===== src/rtl/y_arith_pkg.sv =====
// -----------------------------------------------------------------------------
// y_arith_pkg
// Shared definitions for the digit-serial subtractor slice.
//   WIDTH_DEF / DIGIT_DEF : default operand width and bits processed per cycle
//   state_t               : sequencer states (IDLE, RUN, DONE)
//   cnt_bits()            : width of a counter able to index n digits (min 1)
// -----------------------------------------------------------------------------
package y_arith_pkg;

   localparam int unsigned WIDTH_DEF = 32;
   localparam int unsigned DIGIT_DEF = 4;

   typedef enum logic [1:0] {
      IDLE = 2'd0,
      RUN  = 2'd1,
      DONE = 2'd2
   } state_t;

   function automatic int unsigned cnt_bits(input int unsigned n);
      return (n > 1) ? $clog2(n) : 1;
   endfunction

endpackage


===== src/rtl/y_serial_subtractor_if.sv =====
// -----------------------------------------------------------------------------
// y_serial_subtractor_if
// Request/result bundle of the serial subtractor.
//   start, a, b, bin : request (master -> slave)
//   z, bout          : result, valid from the done pulse onward
//   busy, done       : status (busy while digits are processed, done one cycle)
//   v                : signed overflow, only when OVERFLOW_FLAG_EN is defined
// -----------------------------------------------------------------------------
interface y_serial_subtractor_if
   import y_arith_pkg::*;
#(
   parameter int unsigned WIDTH = WIDTH_DEF
) ();

   logic             start;
   logic [WIDTH-1:0] a;
   logic [WIDTH-1:0] b;
   logic             bin;
   logic [WIDTH-1:0] z;
   logic             bout;
   logic             busy;
   logic             done;
`ifdef OVERFLOW_FLAG_EN
   logic             v;
`endif

   modport master (
      output start, a, b, bin,
      input  z, bout, busy, done
`ifdef OVERFLOW_FLAG_EN
      , v
`endif
   );

   modport slave (
      input  start, a, b, bin,
      output z, bout, busy, done
`ifdef OVERFLOW_FLAG_EN
      , v
`endif
   );

endinterface


===== src/rtl/y_digit_adder.sv =====
// -----------------------------------------------------------------------------
// y_digit_adder
// Combinational DIGIT-bit ripple-carry adder.
//   x_i, y_i : addend digits
//   c_i      : carry in
//   s_o      : sum digit
//   c_o      : carry out of the digit MSB
// -----------------------------------------------------------------------------
module y_digit_adder #(
   parameter int unsigned DIGIT = 4
) (
   input  logic [DIGIT-1:0] x_i,
   input  logic [DIGIT-1:0] y_i,
   input  logic             c_i,
   output logic [DIGIT-1:0] s_o,
   output logic             c_o
);

   always_comb begin : ripple
      logic c;
      c   = c_i;
      s_o = '0;
      for (int unsigned k = 0; k < DIGIT; k++) begin
         s_o[k] = x_i[k] ^ y_i[k] ^ c;
         c      = (x_i[k] & y_i[k]) | (c & (x_i[k] ^ y_i[k]));
      end
      c_o = c;
   end

endmodule


===== src/rtl/y_serial_subtractor.sv =====
// -----------------------------------------------------------------------------
// y_serial_subtractor
// Digit-serial subtractor: z = a - b - bin (mod 2^WIDTH), computed as
// a + ~b + ~bin, DIGIT bits per cycle, LSB digit first.
//   clk   : rising-edge clock
//   reset : synchronous active-high reset
//   bus   : y_serial_subtractor_if.slave (start/a/b/bin in, z/bout/busy/done out)
// Optional: define OVERFLOW_FLAG_EN to add bus.v, the signed overflow flag,
// valid and held together with z.
// Latency from accepted start to done pulse is WIDTH/DIGIT + 1 cycles.
// WIDTH must be a multiple of DIGIT.
// -----------------------------------------------------------------------------
module y_serial_subtractor
   import y_arith_pkg::*;
#(
   parameter int unsigned WIDTH = WIDTH_DEF,
   parameter int unsigned DIGIT = DIGIT_DEF
) (
   input  logic                 clk,
   input  logic                 reset,
   y_serial_subtractor_if.slave bus
);

   localparam int unsigned   NDIG = WIDTH / DIGIT;
   localparam int unsigned   CW   = cnt_bits(NDIG);
   localparam logic [CW-1:0] LAST = CW'(NDIG - 1);

   state_t           state_q, state_d;
   logic [CW-1:0]    cnt_q, cnt_d;
   logic [WIDTH-1:0] a_q, a_d;
   logic [WIDTH-1:0] b_q, b_d;
   logic [WIDTH-1:0] r_q, r_d;     // partial result, digits enter at the top
   logic [WIDTH-1:0] z_q, z_d;
   logic             carry_q, carry_d;
   logic             bout_q, bout_d;
`ifdef OVERFLOW_FLAG_EN
   logic             sa_q, sa_d;   // operand sign bits kept for the flag
   logic             sb_q, sb_d;
   logic             v_q, v_d;
`endif

   logic [DIGIT-1:0] sum;
   logic             sum_c;

   // Operands are shifted right each RUN cycle, so the current digit is
   // always the low DIGIT bits.
   y_digit_adder #(.DIGIT(DIGIT)) u_digit (
      .x_i (a_q[DIGIT-1:0]),
      .y_i (~b_q[DIGIT-1:0]),
      .c_i (carry_q),
      .s_o (sum),
      .c_o (sum_c)
   );

   always_comb begin
      state_d = state_q;
      cnt_d   = cnt_q;
      a_d     = a_q;
      b_d     = b_q;
      r_d     = r_q;
      z_d     = z_q;
      carry_d = carry_q;
      bout_d  = bout_q;
`ifdef OVERFLOW_FLAG_EN
      sa_d    = sa_q;
      sb_d    = sb_q;
      v_d     = v_q;
`endif
      case (state_q)
         IDLE, DONE: begin
            if (bus.start) begin
               a_d     = bus.a;
               b_d     = bus.b;
               carry_d = ~bus.bin;
               cnt_d   = '0;
               state_d = RUN;
`ifdef OVERFLOW_FLAG_EN
               sa_d    = bus.a[WIDTH-1];
               sb_d    = bus.b[WIDTH-1];
`endif
            end else if (state_q == DONE) begin
               state_d = IDLE;
            end
         end
         RUN: begin
            a_d     = a_q >> DIGIT;
            b_d     = b_q >> DIGIT;
            carry_d = sum_c;
            // Shift-in form rather than a concatenation so DIGIT == WIDTH works.
            r_d     = (r_q >> DIGIT) | (WIDTH'(sum) << (WIDTH - DIGIT));
            if (cnt_q == LAST) begin
               cnt_d   = '0;
               state_d = DONE;
               z_d     = r_d;
               bout_d  = ~sum_c;
`ifdef OVERFLOW_FLAG_EN
               // a and ~b share a sign only when a and b differ in sign;
               // overflow is then a result sign differing from a's.
               v_d     = (sa_q != sb_q) && (sum[DIGIT-1] != sa_q);
`endif
            end else begin
               cnt_d = cnt_q + CW'(1);
            end
         end
         default: state_d = IDLE;
      endcase
   end

   always_ff @(posedge clk) begin
      if (reset) begin
         state_q <= IDLE;
         cnt_q   <= '0;
         a_q     <= '0;
         b_q     <= '0;
         r_q     <= '0;
         z_q     <= '0;
         carry_q <= 1'b0;
         bout_q  <= 1'b0;
`ifdef OVERFLOW_FLAG_EN
         sa_q    <= 1'b0;
         sb_q    <= 1'b0;
         v_q     <= 1'b0;
`endif
      end else begin
         state_q <= state_d;
         cnt_q   <= cnt_d;
         a_q     <= a_d;
         b_q     <= b_d;
         r_q     <= r_d;
         z_q     <= z_d;
         carry_q <= carry_d;
         bout_q  <= bout_d;
`ifdef OVERFLOW_FLAG_EN
         sa_q    <= sa_d;
         sb_q    <= sb_d;
         v_q     <= v_d;
`endif
      end
   end

   assign bus.z    = z_q;
   assign bus.bout = bout_q;
   assign bus.busy = (state_q == RUN);
   assign bus.done = (state_q == DONE);
`ifdef OVERFLOW_FLAG_EN
   assign bus.v    = v_q;
`endif

endmodule


===== src/flat_wrapper.sv =====
// flat-port wrapper written by rule: the top's interface ports become plain ports
module y_serial_subtractor_flat import y_arith_pkg::*;
#(
   parameter int unsigned WIDTH = WIDTH_DEF,
   parameter int unsigned DIGIT = DIGIT_DEF
)
  (clk, reset, bus_start, bus_a, bus_b, bus_bin, bus_z, bus_bout, bus_busy, bus_done);
  y_serial_subtractor_if #(.WIDTH(WIDTH)) bus_i ();
  input  logic clk;
  input  logic reset;
  input wire logic [$bits(bus_i.start)-1:0] bus_start;
  input wire logic [$bits(bus_i.a)-1:0] bus_a;
  input wire logic [$bits(bus_i.b)-1:0] bus_b;
  input wire logic [$bits(bus_i.bin)-1:0] bus_bin;
  output wire logic [$bits(bus_i.z)-1:0] bus_z;
  output wire logic [$bits(bus_i.bout)-1:0] bus_bout;
  output wire logic [$bits(bus_i.busy)-1:0] bus_busy;
  output wire logic [$bits(bus_i.done)-1:0] bus_done;
  assign bus_i.start = bus_start;
  assign bus_i.a = bus_a;
  assign bus_i.b = bus_b;
  assign bus_i.bin = bus_bin;
  assign bus_z = bus_i.z;
  assign bus_bout = bus_i.bout;
  assign bus_busy = bus_i.busy;
  assign bus_done = bus_i.done;
  y_serial_subtractor #(.WIDTH(WIDTH), .DIGIT(DIGIT)) u_core (.clk(clk), .reset(reset), .bus(bus_i));
endmodule

===== config.mk =====
export PLATFORM = sky130hd
export DESIGN_NAME = y_serial_subtractor_flat
export DESIGN_NICKNAME = d
export VERILOG_FILES = /design/src/rtl/y_arith_pkg.sv /design/src/rtl/y_serial_subtractor_if.sv /design/src/rtl/y_digit_adder.sv /design/src/rtl/y_serial_subtractor.sv /design/src/flat_wrapper.sv
export SDC_FILE = /design/constraint.sdc
export NUM_CORES = 1
export LEC_CHECK = 0
export CAP_MARGIN = 0
export CORE_ASPECT_RATIO = 1.5
export CORE_UTILIZATION = 49
export CTS_CLUSTER_SIZE = 10
export DETAILED_ROUTE_END_ITERATION = 6
export PLACE_DENSITY_LB_ADDON = 0.15
export RECOVER_POWER = 100
export SLEW_MARGIN = 5
export SYNTH_ARGS = -nofsm -noshare
export SYNTH_HDL_FRONTEND = slang
export SYNTH_SLANG_ARGS = --single-unit
export TNS_END_PERCENT = 100

===== constraint.sdc =====
create_clock -name clk -period 5.6 [get_ports clk]
set_input_delay 1.12 -clock clk [delete_from_list [all_inputs] [get_ports clk]]
set_output_delay 1.12 -clock clk [all_outputs]
set_load 0.1 [all_outputs]

==> summary.md, run 1 <==
| Metric | Value |
|---|---|
| Hold-fix buffers, CTS | 0 |
| Core Region | 10200 sq um |
| Cells along the critical path | nand2b_1 -> clkinv_1 -> dlygate4sd3_1 |
| Reg2reg start | u_core.state_q[1]$_SDFFE_PP0P_ |
| Bufs and invs on worst path | 2 |
| Vias per cell | 5.18 |
| ANT cells | 0 |
| Sequential-to-total area share from yosys stat | 50.6% |
| RR Endpoint | u_core.carry_q$_SDFFE_PP0P_ |
| Hold crit path type | register to register |
| WS Path Type | register to output pin |
| Reg2reg path depth | 4 |
| Non-filler instance count after layout | 872 |
| DRT antenna net count | 0 |
| Setup crit end kind | output pin |
| Final WL | 11.1 mm |
| Root buf cell | clkbuf_16 |
| I/O pins | 103 |
| Clock skew | 0.0187 ns |
| Clock sink count | 131 |
| Placed instance count | 841 |
| VDD IR-drop max | 236 uV |
| Reg2reg setup slack | 2.10 ns |
| CP peak stage delay | 1.22 ns |
| Mean Syn Cell Area | 7.96 sq um |
| Largest net degree at the start of global routing | 126 |
| Die ar. | 11000 sq um |
| Hold Path Sink | u_core.bus.z[10]$_SDFFE_PP0P_ |
| GRT Total Usage | 21.3% |
| Vias in the first global route | 4147 |
| Syn_nets | 725 |
| Count of final setup violators | 0 |
| Final HPWL DP | 6.94 mm |
| Fin. Hold Viols | 0 |
| Lkg Pwr | 2.55 nW |
| Synth unique cells | 24 |
| CTS tree | done |
| Setup repair bufs after CTS | 0 |
| DRT Pass-1 Iters | 5 |
| Failing checks | capacitance limit, slew limit |
| DRC viols | 0 |
| Cell area after synthesis | 5180 sq um |
| Row count | 45 |
| Final critical-path required period | 3.99 ns |
| Layout Nets | 793 |
| Initial antenna violation count | 0 |
| Worst rel slew slack | -111% |
| Die width | 86.0 um |
| I/O Buffers | 102 |
| Critical path's slowest cell | dlygate4sd3_1 |
| Outcome | complete, but fails checks |
| Worst-Margin Slew | 3.16 ns |
| PwrDens | 363 nW/um^2 |
| Final number of max-transition violations | 203 |
| Area growth syn-to-layout | 30.3% |
| Worst Min Path Start | u_core.bus.z[10]$_SDFFE_PP0P_ |
| Final period util | 71.2% |
| RD Place Congestion | 0.752 |
| Grt ovf | 0 |
| Routed len/inst | 12.7 um |
| Worst-path fanout max | 28 |
| Share of layout cells above drive strength 1 | 4.79% |
| CTS Buffer Depth | 2 |
| CTS H-tree lvls | 4 |
| Ys Warns | 0 |
| Register bit total from synthesis | 131 |
| Worst setup SP type | register |
| Worst-Skew Late Latency | 0.41 ns |
| First-pass GRT wire length | 18.5 mm |
| Hold path depth | 2 |
| Cell family with most CP delay | buffers and inverters |
| Syn Inst Count | 651 |
| Fin Setup TNS | 0 ns |
| CP arrival | 2.87 ns |
| Pre-CTS setup slack | 2.48 ns |
| Vias | 4515 |
| WP data required | 4.48 ns |
| Fin Hold WS | 0.447 ns |
| Initial Util | 50.9% |
| CTS resizes | 0 |
| Fmax | 0.251 GHz |
| # Max-Cap Violations | 2 |
| Final worst setup slack | 1.61 ns |
| Total Power | 2.46 mW |
| Total clock buffers created by CTS | 17 |
| Drt initial violations | 265 |
| Clock transition at path regs | 0.05 ns |
| Worst path depth | 3 |
| Die height | 128 um |
| RSZ-0062 raised after global routing | false |
## registers in the layout, summed over array words and instances, names as in the netlist
register	count
u_core.a_q	32
u_core.b_q	32
u_core.bus.bout	1
u_core.bus.z	32
u_core.carry_q	1
u_core.cnt_q	3
u_core.r_q	28
u_core.state_q	2
## cells in the final DEF, fill, tap and decap left out, drive strengths merged
cell | netlist | routed
nand2 | 235 | 235
dfxtp | 131 | 131
a21oi | 67 | 67
clkdlybuf4s50 | 0 | 66
nor2 | 64 | 64
a311oi | 56 | 56
dlygate4sd3 | 0 | 35
clkbuf | 18 | 25
nand3 | 10 | 10
inv | 8 | 8
a211oi | 5 | 5
bufinv | 0 | 5
fa | 4 | 4
clkinv | 1 | 3
nand3b | 2 | 2
ha | 2 | 2
clkinvlp | 0 | 2
buf | 39 | 2
nand2b | 2 | 2
nor2b | 1 | 1
o21a | 1 | 1
and3b | 1 | 1
and2b | 1 | 1
nor4b | 1 | 1
a31oi | 1 | 1
o211ai | 1 | 1
## report_power, final
group	switching (mW)	total [mW]	internal [mW]
combinational	0.129	0.232	0.103
sequential	0.0299	1.01	0.984
clock	0.376	1.21	0.833
## metal layers
layer / wire (um) / up-vias / GRT usage (%) / part of all wire, %
met5: 0 / - / 0 / 0
met4: 157 / 0 / 8.14 / 1.4
met3: 300 / 10 / 6.18 / 2.7
met2: 5900 / 98 / 35.2 / 53
met1: 4730 / 2084 / 26.0 / 43
li1: - / 2323 / - / -
## worst max path at each step
stage / startpoint / to
floorplan: u_core.state_q[1]$_SDFFE_PP0P_ / bus_done
global placement: u_core.state_q[0]$_SDFFE_PP0P_ / bus_busy
detailed placement: u_core.state_q[0]$_SDFFE_PP0P_ / bus_busy
CTS: u_core.state_q[0]$_SDFFE_PP0P_ / bus_busy
global route: reset / u_core.carry_q$_SDFFE_PP0P_
finish: u_core.state_q[0]$_SDFFE_PP0P_ / bus_busy
## tightest hold or removal path, stage by stage, from the launching register on
cell,delay [ns]
dfxtp_1,0.30
nand2_1,0.05
a21oi_1,0.05
## synthesized netlist by cell type
cell      count  area (sq um)
buf_8         2          30.0
nor2_1       64           240
inv_1         8          30.0
a21oi_1      67           335
buf_4         9          67.6
and3b_1       1          8.76
buf_2        28           140
a311oi_1     56           490
a31oi_1       1          6.26
clkbuf_1     18          67.6
nor4b_1       1          8.76
nor2b_1       1          6.26
ha_1          2          25.0
nand3_1      10          50.1
dfxtp_1     131          2620
o211ai_1      1          7.51
a211oi_1      5          37.5
and2b_1       1          7.51
clkinv_1      1          3.75
nand3b_1      2          15.0
nand2_1     235           882
fa_1          4          80.1
nand2b_1      2          12.5
o21a_1        1          7.51
## area by class of cell
| cell class | count | area, sq um |
|---|---|---|
| fillers | 897 | 3440 |
| multi-input cells | 454 | 2220 |
| repair buffers | 106 | 1040 |
| flip-flops and latches | 131 | 2620 |
| clock buffers | 22 | 484 |
| clock inverters | 9 | 175 |
| well taps | 141 | 176 |
| inverters | 9 | 33.8 |
## stage by stage
| step | util [%] | instance area, sq um |
|---|---|---|
| after floorplan | - | 5180 |
| after CTS | 66.5 | 6770 |
| final | 66.3 | 6760 |
| after detailed placement | 60.0 | 6110 |
| after global routing | 66.3 | 6760 |
| after global placement | 60.0 | 6110 |
## logic make-up after synthesis
group,Yosys count,share of synthesized area [%]
AOI/OAI and AO/OA,131,17.1
DFF,131,50.6
adders and majority gates,6,2.03
and+or+nand+nor,317,23.8
buffers and inverters,66,6.54
No activity file was read; power rests on OpenSTA's default activity.
==> run 2: changes to the inputs <==
--- a/config.mk
+++ b/config.mk
@@ -7,7 +7,7 @@
 export LEC_CHECK = 0
 export CAP_MARGIN = 0
 export CORE_ASPECT_RATIO = 1.5
-export CORE_UTILIZATION = 49
+export CORE_UTILIZATION = 46
 export CTS_CLUSTER_SIZE = 10
 export DETAILED_ROUTE_END_ITERATION = 6
 export PLACE_DENSITY_LB_ADDON = 0.15
==> constraint.sdc (replaced) <==
create_clock -name clk -period 3.4 [get_ports clk]
set_input_delay 0.68 -clock clk [delete_from_list [all_inputs] [get_ports clk]]
set_output_delay 0.68 -clock clk [all_outputs]
set_load 0.1 [all_outputs]
==> run 2 against run 1 <==
Global-route usage down 0.59 points; combinational power up 67%; sequential cell count unchanged; largest cell class unchanged; the flow now finishes without violations; critical path type unchanged; sequential share of layout area up 0.41 points; design area down 1.1%; via count up 0.62%; register-to-register slack worse by 1.2 ns.
==> summary.md, run 2 (synthesized netlist as in run 1, its figures left out) <==
| Metric | Value |
|---|---|
| Root buf cell | clkbuf_16 |
| Total clock buffers created by CTS | 17 (unchanged) |
| Critical path's slowest cell | dlygate4sd3_1 |
| Worst-Margin Slew | 1.42 ns (-1.74 ns) |
| First-pass GRT wire length | 19.1 mm (+3.0%) |
| DRC viols | 0 (unchanged) |
| Final instance area | 6680 sq um (-1.1%) |
| Largest net degree at the start of global routing | 93 (-26%) |
| Setup crit end kind | output pin |
| RD Place Congestion | 0.757 (+0.65%) |
| Fmax | 0.376 GHz |
| Worst rel slew slack | 5.02% (+120 points) |
| Crit path launch | u_core.bus.bout$_SDFFE_PP0P_ |
| RSZ-0062 raised after global routing | false |
| Hold crit path type | register to register |
| WP data required | 2.72 ns (-1.76 ns) |
| Row count | 47 (+4.4%) |
| Core Region | 11000 sq um (+7.9%) |
| Share of layout cells above drive strength 1 | 5.59% (+0.81 points) |
| CTS H-tree lvls | 4 (unchanged) |
| RR Endpoint | u_core.r_q[10]$_SDFFE_PP0P_ |
| Outcome | completed |
| VDD IR-drop max | 372 uV (+58%) |
| Hold-fix buffers, CTS | 0 (unchanged) |
| Grt ovf | 0 (unchanged) |
| Fin. Hold Viols | 0 (unchanged) |
| Worst path depth | 1 (-2) |
| Reg2reg start | u_core.state_q[0]$_SDFFE_PP0P_ |
| CP peak stage delay | 1.22 ns (about the same) |
| CP arrival | 1.98 ns (-0.89 ns) |
| DP Area | 6130 sq um (+0.29%) |
| Layout Nets | 795 (+0.25%) |
| Die width | 88.7 um (+3.1%) |
| Fin Hold WS | 0.449 ns (+0.00209 ns) |
| Hold path depth | 2 (unchanged) |
| Vias | 4543 (+0.62%) |
| Routed len/inst | 13.1 um (+2.7%) |
| Initial Util | 47.1% (-3.7 points) |
| Area growth syn-to-layout | 29.0% |
| Lkg Pwr | 2.46 nW (-3.5%) |
| Cells along the critical path | dlygate4sd3_1 |
| WS Path Type | register to output pin |
| Clock skew | 0.00760 ns (-0.0111 ns) |
| GRT Total Usage | 20.7% (-0.59 points) |
| Count of final setup violators | 0 (unchanged) |
| Die height | 132 um (+3.2%) |
| Worst Min Path Start | u_core.bus.z[13]$_SDFFE_PP0P_ |
| Final HPWL DP | 7.31 mm (+5.2%) |
| Most common cell after layout, fill and taps aside | nand2_1 |
| Vias per cell | 5.16 (-0.29%) |
| Reg2reg path depth | 5 (+1) |
| Commonest cells after routing, fill and taps aside | nand2_1 (235), dfxtp_1 (131), a21oi_1 (67), clkdlybuf4s50_1 (65), nor2_1 (64) |
| # fillers | 1018 (+13%) |
| Die ar. | 11700 sq um (+6.4%) |
| Initial antenna violation count | 0 (unchanged) |
| Final number of max-transition violations | 0 (-100%) |
| Drt initial violations | 262 (-1.1%) |
| CTS Buffer Depth | 2 (unchanged) |
| Clock transition at path regs | 0.06 ns (about the same) |
| CTS tree | done |
| I/O pins | 103 (unchanged) |
| Final WL | 11.5 mm (+3.6%) |
| I/O Buffers | 102 (unchanged) |
| Clock sink count | 131 (unchanged) |
| DRT Pass-1 Iters | 4 (-1) |
| Worst-path fanout max | 2 (-93%) |
| PwrDens | 595 nW/um^2 (+64%) |
| Final critical-path required period | 2.66 ns |
| Setup repair bufs after CTS | 0 (unchanged) |
| Worst-Skew Late Latency | 0.41 ns (about the same) |
| Reg2reg setup slack | 0.89 ns (-1.21 ns) |
| Worst setup SP type | register |
| Fin Setup TNS | 0 ns (unchanged) |
| # Max-Cap Violations | 0 (-2) |
| ANT cells | 0 (unchanged) |
| CTS resizes | 0 (unchanged) |
| Cell family with most CP delay | buffers and inverters |
| CP Capture Point | bus_bout |
| Final period util | 78.2% |
| Vias in the first global route | 4151 (+0.096%) |
| DRT antenna net count | 0 (unchanged) |
| Bufs and invs on worst path | 1 (-1) |
-- run 2: worst min path at each step --
| stage | endpoint |
|---|---|
| after floorplan | u_core.bus.z[0]$_SDFFE_PP0P_ |
| after global placement | u_core.bus.z[14]$_SDFFE_PP0P_ |
| after detailed placement | u_core.bus.z[9]$_SDFFE_PP0P_ |
| after CTS | u_core.bus.z[9]$_SDFFE_PP0P_ |
| after global routing | u_core.bus.z[17]$_SDFFE_PP0P_ |
| final | u_core.bus.z[13]$_SDFFE_PP0P_ |
-- run 2: final cells by class --
| cell class | instances | area [sq um] | area share [%] |
|---|---|---|---|
| clock buffer | 19 | 453 | 6.78 |
| sequential | 131 | 2620 | 39.2 |
| clock inverter | 12 | 181 | 2.71 |
| tap | 147 | 184 | 2.75 |
| timing repair buffer | 108 | 977 | 14.6 |
| inverter | 9 | 33.8 | 0.505 |
| multi-input combinational | 454 | 2230 | 33.4 |
-- run 2: stage by stage --
step | total power, mW | worst slack, ns | utilization [%] | cells
finish | 3.98 | 0.741 | 60.8 | 880
global route | 4.14 | 0.573 | 60.8 | 880
CTS | 4.01 | 0.772 | 61.5 | 880
detailed placement | 2.09 | 0.954 | 55.8 | 849
global placement | 2.08 | 1.03 | 55.8 | 849
floorplan | 1.96 | 1.02 | - | 651
-- run 2: routing by layer --
| layer | wire length (um) | global-route usage, % |
|---|---|---|
| met1 | 4910 | 25.3 |
| met2 | 6080 | 35.1 |
| met3 | 412 | 5.39 |
| met4 | 87 | 5.91 |
| met5 | 0 | 0 |
-- run 2: report_power, final --
| part | total (mW) | leakage [nW] | switching, mW | internal, mW |
|---|---|---|---|---|
| Sequential | 1.67 | 1.07 | 0.0492 | 1.62 |
| Clock | 1.92 | 0.297 | 0.656 | 1.26 |
| Combinational | 0.388 | 1.09 | 0.218 | 0.170 |
| Total | 3.98 | 2.46 | 0.923 | 3.05 |
==> run 3: changes to the inputs <==
--- a/config.mk
+++ b/config.mk
@@ -7,7 +7,7 @@
 export LEC_CHECK = 0
 export CAP_MARGIN = 0
 export CORE_ASPECT_RATIO = 1.5
-export CORE_UTILIZATION = 46
+export CORE_UTILIZATION = 49
 export CTS_CLUSTER_SIZE = 10
 export DETAILED_ROUTE_END_ITERATION = 6
 export PLACE_DENSITY_LB_ADDON = 0.15
==> constraint.sdc (replaced) <==
create_clock -name clk -period 2.75 [get_ports clk]
set_input_delay 0.55 -clock clk [delete_from_list [all_inputs] [get_ports clk]]
set_output_delay 0.55 -clock clk [all_outputs]
set_load 0.1 [all_outputs]
==> run 3 against run 2 <==
Hold slack better by 0.0013 ns; sequential power is 23% higher; sequential cell count stayed put; utilization is 4.3 points higher; first-iteration DRC count is 12% lower; cell count is 0.23% lower; non-clock buffer count is 4 higher; critical path type unchanged; largest power group unchanged; highest routed layer unchanged.
==> summary.md, run 3 (synthesized netlist as in run 1, its figures left out) <==
| Metric | Value |
|---|---|
| Outcome | completed |
| Hold-fix buffers, CTS | 0 (unchanged) |
| CTS tree | done |
| I/O Buffers | 102 (unchanged) |
| Final HPWL DP | 7.42 mm (+1.6%) |
| CP arrival | 1.82 ns (-0.16 ns) |
| DRT Pass-1 Iters | 5 (+1) |
| Drt initial violations | 230 (-12%) |
| Count of final setup violators | 0 (unchanged) |
| Critical path's slowest cell | clkbuf_1 |
| RSZ-0062 raised after global routing | false |
| Die ar. | 11000 sq um (-6.0%) |
| Root buf cell | clkbuf_16 |
| Core Region | 10200 sq um (-7.3%) |
| Cell family with most CP delay | buffers and inverters |
| PwrDens | 766 nW/um^2 (+29%) |
| Worst-Skew Late Latency | 0.41 ns (about the same) |
| Routed len/inst | 13.2 um (+1.2%) |
| Worst setup SP type | register |
| First-pass GRT wire length | 19.4 mm (+1.6%) |
| Vias | 4601 (+1.3%) |
| Area growth syn-to-layout | 27.9% |
| CTS resizes | 0 (unchanged) |
| Initial antenna violation count | 0 (unchanged) |
| CTS H-tree lvls | 4 (unchanged) |
| Setup crit end kind | output pin |
| CTS Buffer Depth | 2 (unchanged) |
| Vias per cell | 5.24 (+1.5%) |
| Final critical-path required period | 2.37 ns |
| # Max-Cap Violations | 0 (unchanged) |
| Row count | 45 (-4.3%) |
| Non-filler instance count after layout | 878 (-0.23%) |
| Fin Setup TNS | 0 ns (unchanged) |
| Final number of max-transition violations | 0 (unchanged) |
| Fin. Hold Viols | 0 (unchanged) |
| Lkg Pwr | 2.40 nW (-2.7%) |
| Total clock buffers created by CTS | 17 (unchanged) |
| I/O pins | 103 (unchanged) |
| DRT antenna net count | 0 (unchanged) |
| Bufs and invs on worst path | 1 (unchanged) |
| Grt ovf | 0 (unchanged) |
| Vias in the first global route | 4316 (+4.0%) |
| Final WL | 11.6 mm (+0.99%) |
| Share of layout cells above drive strength 1 | 6.24% (+0.65 points) |
| Most common cell after layout, fill and taps aside | nand2_1 |
| Hold crit path type | register to register |
| Worst-path fanout max | 5 (+3) |
| Largest net degree at the start of global routing | 112 (+20%) |
| Initial Util | 50.9% (+3.7 points) |
| Worst rel slew slack | 20.7% (+16 points) |
| Worst-Margin Slew | 1.19 ns (-0.231 ns) |
| Clock sink count | 131 (unchanged) |
| Total Power | 5.08 mW (+28%) |
| DRC viols | 0 (unchanged) |
| # fillers | 900 (-12%) |
| Setup repair bufs after CTS | 0 (unchanged) |
| WS Path Type | register to output pin |
| Final period util | 86.2% |
| Clock skew | 0.00752 ns (-0.0000809 ns) |
| Cells along the critical path | nor2b_1 -> clkbuf_1 |
| Fmax | 0.422 GHz |
| ANT cells | 0 (unchanged) |
| Commonest cells after routing, fill and taps aside | nand2_1 (235), dfxtp_1 (131), a21oi_1 (67), clkdlybuf4s50_1 (66), nor2_1 (64) |
| WP data required | 2.20 ns (-0.52 ns) |
| RD Place Congestion | 0.753 (-0.57%) |
| Die width | 86.0 um (-3.0%) |
| Placed instance count | 847 (-0.24%) |
| Die height | 128 um (-3.1%) |
| Layout Nets | 799 (+0.50%) |
| Clock transition at path regs | 0.06 ns (about the same) |
| CP peak stage delay | 0.88 ns (-0.34 ns) |
| GRT Total Usage | 22.2% (+1.5 points) |
| VDD IR-drop max | 485 uV (+30%) |
[run 3: cell count changes in the layout (fill, tap and decap cells not counted)]
cell             change
dlygate4sd3_1       -19
clkbuf_1            +17
buf_4                +3
bufinv_16            +2
clkbuf_2             +2
clkbuf_8             -1
clkdlybuf4s50_1      +1
clkinv_4             -1
[run 3: final cells by class]
cell class              instances  area (sq um)  area share [%]
clock buffers                  18           439            6.62
clock inverters                13           233            3.51
inverters                       9          33.8           0.510
multi-input cells             454          2230            33.7
flip-flops and latches        131          2620            39.6
well taps                     141           176            2.66
repair buffers                112           893            13.5
[run 3: tightest hold or removal path, delay by kind of cell (launching register included)]
family | cells | cell delay [ns]
flops | 1 | 0.30
simple gates | 1 | 0.05
compound gates | 1 | 0.05
[run 3: per-layer routing]
layer | global-route usage, % | part of all wire (%)
met2 | 38.4 | 52
met4 | 7.45 | 0.77
met3 | 6.37 | 4.6
met1 | 26.0 | 42
met5 | 0 | 0
[run 3: through the flow]
stage          hold WS (ns)  utilization (%)  area (sq um)  worst slack (ns)
6_report              0.451             65.1          6630             0.378
5_1_grt               0.474             65.1          6630             0.193
2_1_floorplan         0.432                -          5180             0.502
3_3_place_gp          0.443             60.1          6120             0.539
4_1_cts               0.455             66.7          6790             0.393
3_5_place_dp          0.447             60.1          6120             0.405
[run 3: worst paths after layout]
path / slack, ns / start / to / cells past startpoint
worst max-delay path: 0.38 / u_core.state_q[1]$_SDFFE_PP0P_ / bus_done / 2
worst min-delay path: 0.45 / u_core.bus.z[15]$_SDFFE_PP0P_ / u_core.bus.z[15]$_SDFFE_PP0P_ / 2
worst max register to register: 0.41 / u_core.carry_q$_SDFFE_PP0P_ / u_core.r_q[31]$_SDFFE_PP0P_ / 10
worst min register to register: 0.45 / u_core.bus.z[15]$_SDFFE_PP0P_ / u_core.bus.z[15]$_SDFFE_PP0P_ / 2
[run 3: where the power goes]
group | internal (mW) | total (mW) | switching (mW)
Clock | 1.72 | 2.53 | 0.815
Combinational | 0.212 | 0.483 | 0.271
Sequential | 2.00 | 2.06 | 0.0611
Total | 3.93 | 5.08 | 1.15
